`src/rtl/if_fetch_queue.sv`:
```
// Instruction-fetch stage: pipelined inst_sram requests, in-order response FIFO toward ID,
// redirect handling through a single cancel counter for responses still in flight.
module if_fetch_queue #(
  parameter int          MAX_OUTSTANDING = 2,
  parameter int          IBUF_DEPTH      = 4,
  parameter logic [31:0] RESET_PC        = 32'hbfc00000,
  parameter logic [31:0] EX_ENTRY        = 32'hbfc00380
) (
  input  logic        clk,
  input  logic        reset,
  input  logic        ds_allowin,
  output logic        fs_to_ds_valid,
  output logic [69:0] fs_to_ds_bus,
  input  logic        fs_stall,
  input  logic        ex_taken,
  input  logic        eret_taken,
  input  logic [31:0] epc,
  input  logic        br_taken,
  input  logic [31:0] br_target,
  output logic        inst_sram_req,
  output logic [31:0] inst_sram_addr,
  input  logic        inst_sram_addr_ok,
  input  logic        inst_sram_data_ok,
  input  logic [31:0] inst_sram_rdata
);
  localparam int AW = $clog2(IBUF_DEPTH);
  localparam int SW = AW + 4;

  logic [31:0] fetch_pc;
  logic [2:0]  inflight, cancel, inflight_next;
  logic        halt;

  logic [69:0] ibuf [IBUF_DEPTH];
  logic [AW:0] wptr, rptr, fifo_count;
  logic        fifo_empty, fifo_full;

  // Tag FIFO holds the pc of every accepted request, cancelled or not, so it pops on every data_ok.
  logic [31:0] tag_mem [8];
  logic [2:0]  tag_w, tag_r;

  logic        redirect, misaligned, acc, resp_push, exc_push, push, pop;
  logic [31:0] redirect_pc;
  logic [SW-1:0] reserved;
  logic [69:0] push_data;

  assign fifo_count = wptr - rptr;
  assign fifo_empty = (fifo_count == '0);
  assign fifo_full  = (fifo_count == (AW+1)'(IBUF_DEPTH));
  assign reserved   = SW'(fifo_count) + SW'(inflight);

  assign redirect    = ex_taken || eret_taken || br_taken;
  assign redirect_pc = ex_taken ? EX_ENTRY : (eret_taken ? epc : br_target);
  assign misaligned  = (fetch_pc[1:0] != 2'b00);

  assign inst_sram_req  = !reset && !redirect && !fs_stall && !halt && !misaligned
                          && (inflight < 3'(MAX_OUTSTANDING)) && (reserved < SW'(IBUF_DEPTH));
  assign inst_sram_addr = fetch_pc;
  assign acc            = inst_sram_req && inst_sram_addr_ok;
  assign inflight_next  = inflight + 3'(acc) - 3'(inst_sram_data_ok);

  assign resp_push = inst_sram_data_ok && !redirect && (cancel == 3'd0);
  assign exc_push  = misaligned && !halt && (inflight == 3'd0) && !redirect && !fifo_full;
  assign push      = resp_push || exc_push;
  assign push_data = exc_push ? {1'b1, 5'h04, 32'h0, fetch_pc}
                              : {1'b0, 5'h00, inst_sram_rdata, tag_mem[tag_r]};

  assign fs_to_ds_valid = !fifo_empty && !redirect;
  assign fs_to_ds_bus   = ibuf[rptr[AW-1:0]];
  assign pop            = fs_to_ds_valid && ds_allowin;

  always_ff @(posedge clk or posedge reset) begin
    if (reset) begin
      fetch_pc <= RESET_PC;
      inflight <= '0;
      cancel   <= '0;
      halt     <= 1'b0;
      wptr     <= '0;
      rptr     <= '0;
      tag_w    <= '0;
      tag_r    <= '0;
    end else begin
      inflight <= inflight_next;
      if (acc) tag_w <= tag_w + 3'd1;
      if (inst_sram_data_ok) tag_r <= tag_r + 3'd1;
      if (redirect) begin
        fetch_pc <= redirect_pc;
        wptr     <= '0;
        rptr     <= '0;
        cancel   <= inflight_next;
        halt     <= 1'b0;
      end else begin
        if (acc) fetch_pc <= fetch_pc + 32'd4;
        if (push) wptr <= wptr + 1'b1;
        if (pop) rptr <= rptr + 1'b1;
        if (inst_sram_data_ok && (cancel != 3'd0)) cancel <= cancel - 3'd1;
        if (exc_push) halt <= 1'b1;
      end
    end
  end

  always_ff @(posedge clk) begin
    if (acc) tag_mem[tag_w] <= fetch_pc;
    if (push && !redirect) ibuf[wptr[AW-1:0]] <= push_data;
  end

  assert property (@(posedge clk) disable iff (reset) !(inst_sram_data_ok && (inflight == 3'd0)));

endmodule

```
`config.mk`:
```
export PLATFORM = sky130hd
export DESIGN_NAME = if_fetch_queue
export DESIGN_NICKNAME = d
export VERILOG_FILES = /design/src/rtl/if_fetch_queue.sv
export SDC_FILE = /design/constraint.sdc
export NUM_CORES = 1
export LEC_CHECK = 0
export CAP_MARGIN = 20
export CORE_MARGIN = 2
export CORE_UTILIZATION = 55
export DETAILED_ROUTE_END_ITERATION = 8
export HOLD_SLACK_MARGIN = 0.12
export MAX_ROUTING_LAYER = met4
export PLACE_DENSITY = 0.82
export SLEW_MARGIN = 0
export SYNTH_ARGS = -nofsm -noshare
export SYNTH_HDL_FRONTEND = slang
export SYNTH_SLANG_ARGS = --single-unit
```
`constraint.sdc`:
```
create_clock -name clk -period 17.4 [get_ports clk]
set_input_delay 2.61 -clock clk [delete_from_list [all_inputs] [get_ports clk]]
set_output_delay 2.61 -clock clk [all_outputs]
set_load 0.05 [all_outputs]
```
==> flow_summary.ini, run 1 <==
[outcome]
status = completed

[die]
die-area_um2 = 43400
pin_count = 209
die_w_um = 208
core_area_um2 = 41000
fp.dieH_um = 208
row_count = 74
initial_core_util_pct = 56.0

[job]
drv_cap = 0

[worst_setup_path]
crit_family = buffers and inverters
crit_arrival_ns = 4.97
cpPeakStageDelay_ns = 0.85
end_kind = output pin
cpMaxStageDelayCell = clkdlybuf4s50_1
path_cells = clkdlybuf4s50_1 > or4_4 > nor2_1 > clkdlybuf4s50_1
criticalPathCategory = input port to output pin
path_max_fanout = 9
worstPathRequired_ns = 14.79
path_common_cell = clkdlybuf4s50_1
cp-start-kind = input port
path_buf_inv = 2

[final_layout]
final_cell_mix = edfxtp_1 (516), clkdlybuf4s50_1 (203), mux4_2 (129), nand2_1 (73), clkbuf_16 (53)
layout_commonest_cell = edfxtp_1
area_delta_synth_final_pct = 19.2
antenna_cells = 0
nets = 1570
drive_gt1_share_pct = 18.5

[synthesis]
async_flop_share_pct = 8.99
syn_area_um2 = 23000
synth_edf_count = 516
synth_ff_type = edfxtp_1
synth_cell_types = 63
netlist_instances = 1228
yosysSeqAreaShare_pct = 73.0
avgSynthCellArea_um2 = 18.7
ys_warn_count = 0
ys_seq_elements = 567

[detailed_routing]
drt_wl_total_um = 51600
dr.pass1.iters = 5
drtIter0Drc = 1420
wire_per_inst_um = 25.6
drc_errors = 0
ant_nets = 0
viasPerCell = 6.21
via_count = 12600

[timing]
hold_slack_ns = 0.499
timing.final.ws_setup_ns = 9.82
relSlewSlack_pct = 24.9
slew_violations = 0
worstMarginPinSlew_ns = 1.13
layout_worst_path_cycle_share_pct = 43.6
setup_viol = 0
finalHoldViolCount = 0
skew_ns = 0.0273
tns_ns = 0
fmax_mhz = 132
finalCriticalPeriod_ns = 7.58
rsz0062_at_grt = no

[pwr]
peakVddDrop_uv = 93.6
total_power_uw = 3330
p_leak_uw = 0.00904
power_density_nw_per_um2 = 121

[global_routing]
first_global_vias = 12800
overflow = 0
antenna_found_initial = 0
grtUsageTotal_pct = 24.7
grt_max_degree = 69
grt_pass1_wl_um = 78000

[clock_network]
clk_path_buf_depth = 3
postCtsSetupBuffers = 0
cts_buffers = 52
cts-root-buf = clkbuf_16
h-tree-depth = 2
ctsHoldBuffers = 0
clkTransAtPathRegs_ns = 0.06
cts_tree = done
cts_resized = 0
clock_latency_ns = 0.59
cts_sinks = 567

[placed_design]
dp_slack_ns = 9.85
portBuffers = 204
hpwl_um = 30500
gp_congestion = 0.838

[min_path]
hold_path.class = register to register
-- layout make-up --
| class | instances | area, µm² |
|---|---|---|
| clock buffers | 76 | 1460 |
| inverters | 17 | 63.8 |
| flip-flops and latches | 567 | 16800 |
| fillers | 2593 | 13600 |
| multi-input cells | 576 | 5920 |
| clock inverters | 20 | 203 |
| well taps | 532 | 666 |
| repair buffers | 233 | 2280 |
-- kinds of logic after synthesis --
kind of cell / Yosys count / synth area share (%)
AOI/OAI and AO/OA: 138 / 3.82
xor gates and xnor gates: 13 / 0.555
adders and majority gates: 18 / 1.05
buffers and inverters: 88 / 1.66
DFF: 567 / 73.0
muxes: 185 / 15.1
other: 1 / 0.0163
and+or+nand+nor: 218 / 4.79
-- final timing paths --
check | depth (start not counted) | slack (ns) | endpoint | startpoint
max | 4 | 9.82 | inst_sram_req | br_taken
max in group asynchronous | 3 | 14.25 | tag_r[2] | reset
min reg2reg | 1 | 0.50 | halt | halt
max reg2reg | 10 | 11.56 | tag_mem[5][29] | rptr[1]
min | 1 | 0.50 | halt | halt
min in group asynchronous | 3 | 2.59 | wptr[1] | reset
-- Yosys cell counts, types with 4 or more instances --
master	number	share of area, %
o22a_1	11	0.42
nor2b_1	34	0.93
buf_2	14	0.30
a221oi_1	6	0.23
nor3_1	7	0.15
and3_1	5	0.14
buf_1	6	0.098
inv_1	16	0.26
nor2_1	42	0.69
o21ai_0	50	1.1
nand2_1	73	1.2
mux2_2	7	0.34
nand4_1	12	0.33
ha_1	16	0.87
buf_4	7	0.23
mux4_2	129	13
a21oi_1	29	0.63
dfstp_2	9	1.0
xor2_1	5	0.19
mux2i_1	49	2.1
nor4_1	4	0.11
edfxtp_1	516	67
clkbuf_1	43	0.70
and2b_1	6	0.20
a31oi_1	13	0.35
nand3_1	13	0.28
dfrtp_1	42	4.6
xnor2_1	7	0.27
-- metal layers --
layer,track usage [%],part of all wire (%),vias up
li1,-,-,5375
met2,38.2,49,655
met3,4.03,8.2,93
met1,34.2,40,6430
met5,-,0,-
met4,7.74,3.0,0
-- per-stage QoR --
stage | utilization (%) | cells | area, µm²
2_1_floorplan | - | 1231 | 23000
3_3_place_gp | 62.6 | 1923 | 25700
3_5_place_dp | 62.6 | 1923 | 25700
4_1_cts | 66.7 | 2019 | 27400
5_1_grt | 66.8 | 2021 | 27400
6_report | 66.8 | 2021 | 27400
-- power breakdown --
group | switching [µW] | internal [µW] | total [µW]
clock | 479 | 631 | 1110
combinational | 275 | 261 | 536
sequential | 90.4 | 1590 | 1680
total | 845 | 2480 | 3330
-- sequential cells by signal, summed over array words and instances, names as in the netlist --
name            count
rptr                3
cancel              3
inflight            3
inst_sram_addr     32
ibuf              260
halt                1
wptr                3
tag_r               3
tag_mem           256
tag_w               3
-- worst register-to-register path: cells and delay by family, from the launching register on --
kind	cells	cell delay [ns]
flip-flops	1	1.14
AND/OR/NAND/NOR	5	2.54
XOR/XNOR	1	0.46
buffers and inverters	2	0.61
adder cells (fa/ha/maj)	2	0.75
Note: power is estimated with default switching activity, not from simulation.
==> run 2: changes to the inputs <==
clock period = 7.65 ns   (was 17.4 ns; I/O delays follow)
==> flow_summary.ini, run 2 (same netlist as run 1, synthesis figures left out) <==
[outcome]
status = completed

[final_layout]
largest_register_ffs = 260
layout_commonest_cell = edfxtp_1
area_delta_synth_final_pct = 20.4
multi_input_area_um2 = 5910
num-fill-cells = 2534
final_cell_mix = edfxtp_1 (516), clkdlybuf4s50_1 (203), mux4_2 (129), nand2_1 (73), clkbuf_16 (55)
drive_gt1_share_pct = 19.7
nets = 1575
final_area_um2 = 27700
final-seq-area_um2 = 16800

[global_routing]
grt_pass1_wl_um = 79900
first_global_vias = 12600
overflow = 0
antenna_found_initial = 0
grtUsageTotal_pct = 25.4
grt_max_degree = 68

[clock_network]
cts_buffers = 54
clock_latency_ns = 0.60
cts-root-buf = clkbuf_16
h-tree-depth = 2
clk_path_buf_depth = 3
cts_sinks = 567
ctsHoldBuffers = 0
clkTransAtPathRegs_ns = 0.06
cts_tree = done
postCtsSetupBuffers = 0
cts_resized = 0

[detailed_routing]
ant_nets = 0
drt_wl_total_um = 52800
via_count = 12500
wire_per_inst_um = 26.0
drc_errors = 0
viasPerCell = 6.16
drtIter0Drc = 1366
dr.pass1.iters = 5

[die]
die_w_um = 208
row_count = 74
core_area_um2 = 41000
pin_count = 209
die-area_um2 = 43400
initial_core_util_pct = 56.0
fp.dieH_um = 208

[worst_setup_path]
worstPathRequired_ns = 6.50
criticalPathCategory = register to output pin
regToRegSetupSlack_ns = 2.18
cpPeakStageDelay_ns = 0.87
cpMaxStageDelayCell = clkdlybuf4s50_1
path_cells = ha_1 > inv_1 > fa_1 > xnor3_1 > ha_1 > or4_1 > nor2_1 > nand2_1 > nor2_1 > clkdlybuf4s50_1
end_kind = output pin
cp-start-kind = register
r2r_start = rptr[0]
path_max_fanout = 28
reg2reg_depth = 11
crit_arrival_ns = 4.59
r2r_end = tag_mem[4][29]

[placed_design]
gp_congestion = 0.812
portBuffers = 204
hpwl_um = 32000
place_area_um2 = 25700
dp_slack_ns = 2.18

[timing]
finalCriticalPeriod_ns = 5.74
fmax_mhz = 174
setup_viol = 0
rsz0062_at_grt = no
layout_worst_path_cycle_share_pct = 75.0
worstMarginPinSlew_ns = 1.05
timing.final.ws_setup_ns = 1.91
skew_ns = 0.0241
finalHoldViolCount = 0
slew_violations = 0
tns_ns = 0
relSlewSlack_pct = 29.7

[pwr]
peakVddDrop_uv = 190
p_leak_uw = 0.00918
power_density_nw_per_um2 = 287

[min_path]
hold_path.class = register to register
hold_end = rptr[2]
min-delay-start = rptr[2]
min_path_cells = 1

[job]
drv_cap = 0
-- run 2: stage by stage --
stage	util, %	total power (µW)	hold WS [ns]	instances
2_1_floorplan	-	4690	0.464	1231
3_3_place_gp	62.7	5070	0.476	1926
3_5_place_dp	62.7	5110	0.494	1926
4_1_cts	67.4	7970	0.516	2025
5_1_grt	67.5	8200	0.539	2027
6_report	67.5	7950	0.520	2028
-- run 2: layer usage --
layer / global-route usage (%) / share of wire [%] / wire (µm) / vias to the layer above
met1: 36.1 / 42 / 22200 / 6420
li1: - / - / - / 5377
met3: 4.29 / 8.1 / 4280 / 59
met5: - / 0 / 0 / -
met4: 5.73 / 1.6 / 826 / 0
met2: 39.3 / 48 / 25500 / 630
-- run 2: how the worst max path moves through the flow --
stage          depth (start not counted)        endpoint  startpoint
6_report                              10   inst_sram_req     rptr[0]
5_1_grt                               10   inst_sram_req     rptr[0]
3_5_place_dp                          11  tag_mem[4][29]     rptr[0]
4_1_cts                               10   inst_sram_req     rptr[0]
3_3_place_gp                          11  tag_mem[4][25]     rptr[0]
2_1_floorplan                         11   tag_mem[0][0]     rptr[1]
-- run 2: worst max-delay path: cells and delay by family, from the launching register on --
family,cells,cell delay (ns)
buffers and inverters,2,0.92
xor gates and xnor gates,1,0.45
DFF,1,0.79
and+or+nand+nor,4,0.93
adders and majority gates,3,0.90
-- run 2: final cells by class --
cell class | instances | share of cell area, %
Sequential cell | 567 | 60.7
Clock buffer | 60 | 5.11
Antenna cell | 1 | 0.00904
Clock inverter | 39 | 1.89
Inverter | 17 | 0.231
Multi-Input combinational cell | 576 | 21.4
Timing Repair Buffer | 236 | 8.29
Tap cell | 532 | 2.41
-- run 2: power by group --
| group | leakage [µW] | switching, µW | internal [µW] | total (µW) |
|---|---|---|---|---|
| Combinational | 0.00292 | 660 | 583 | 1240 |
| Clock | 0.000948 | 1130 | 1740 | 2870 |
| Sequential | 0.00531 | 213 | 3620 | 3830 |
| Total | 0.00918 | 2000 | 5940 | 7950 |
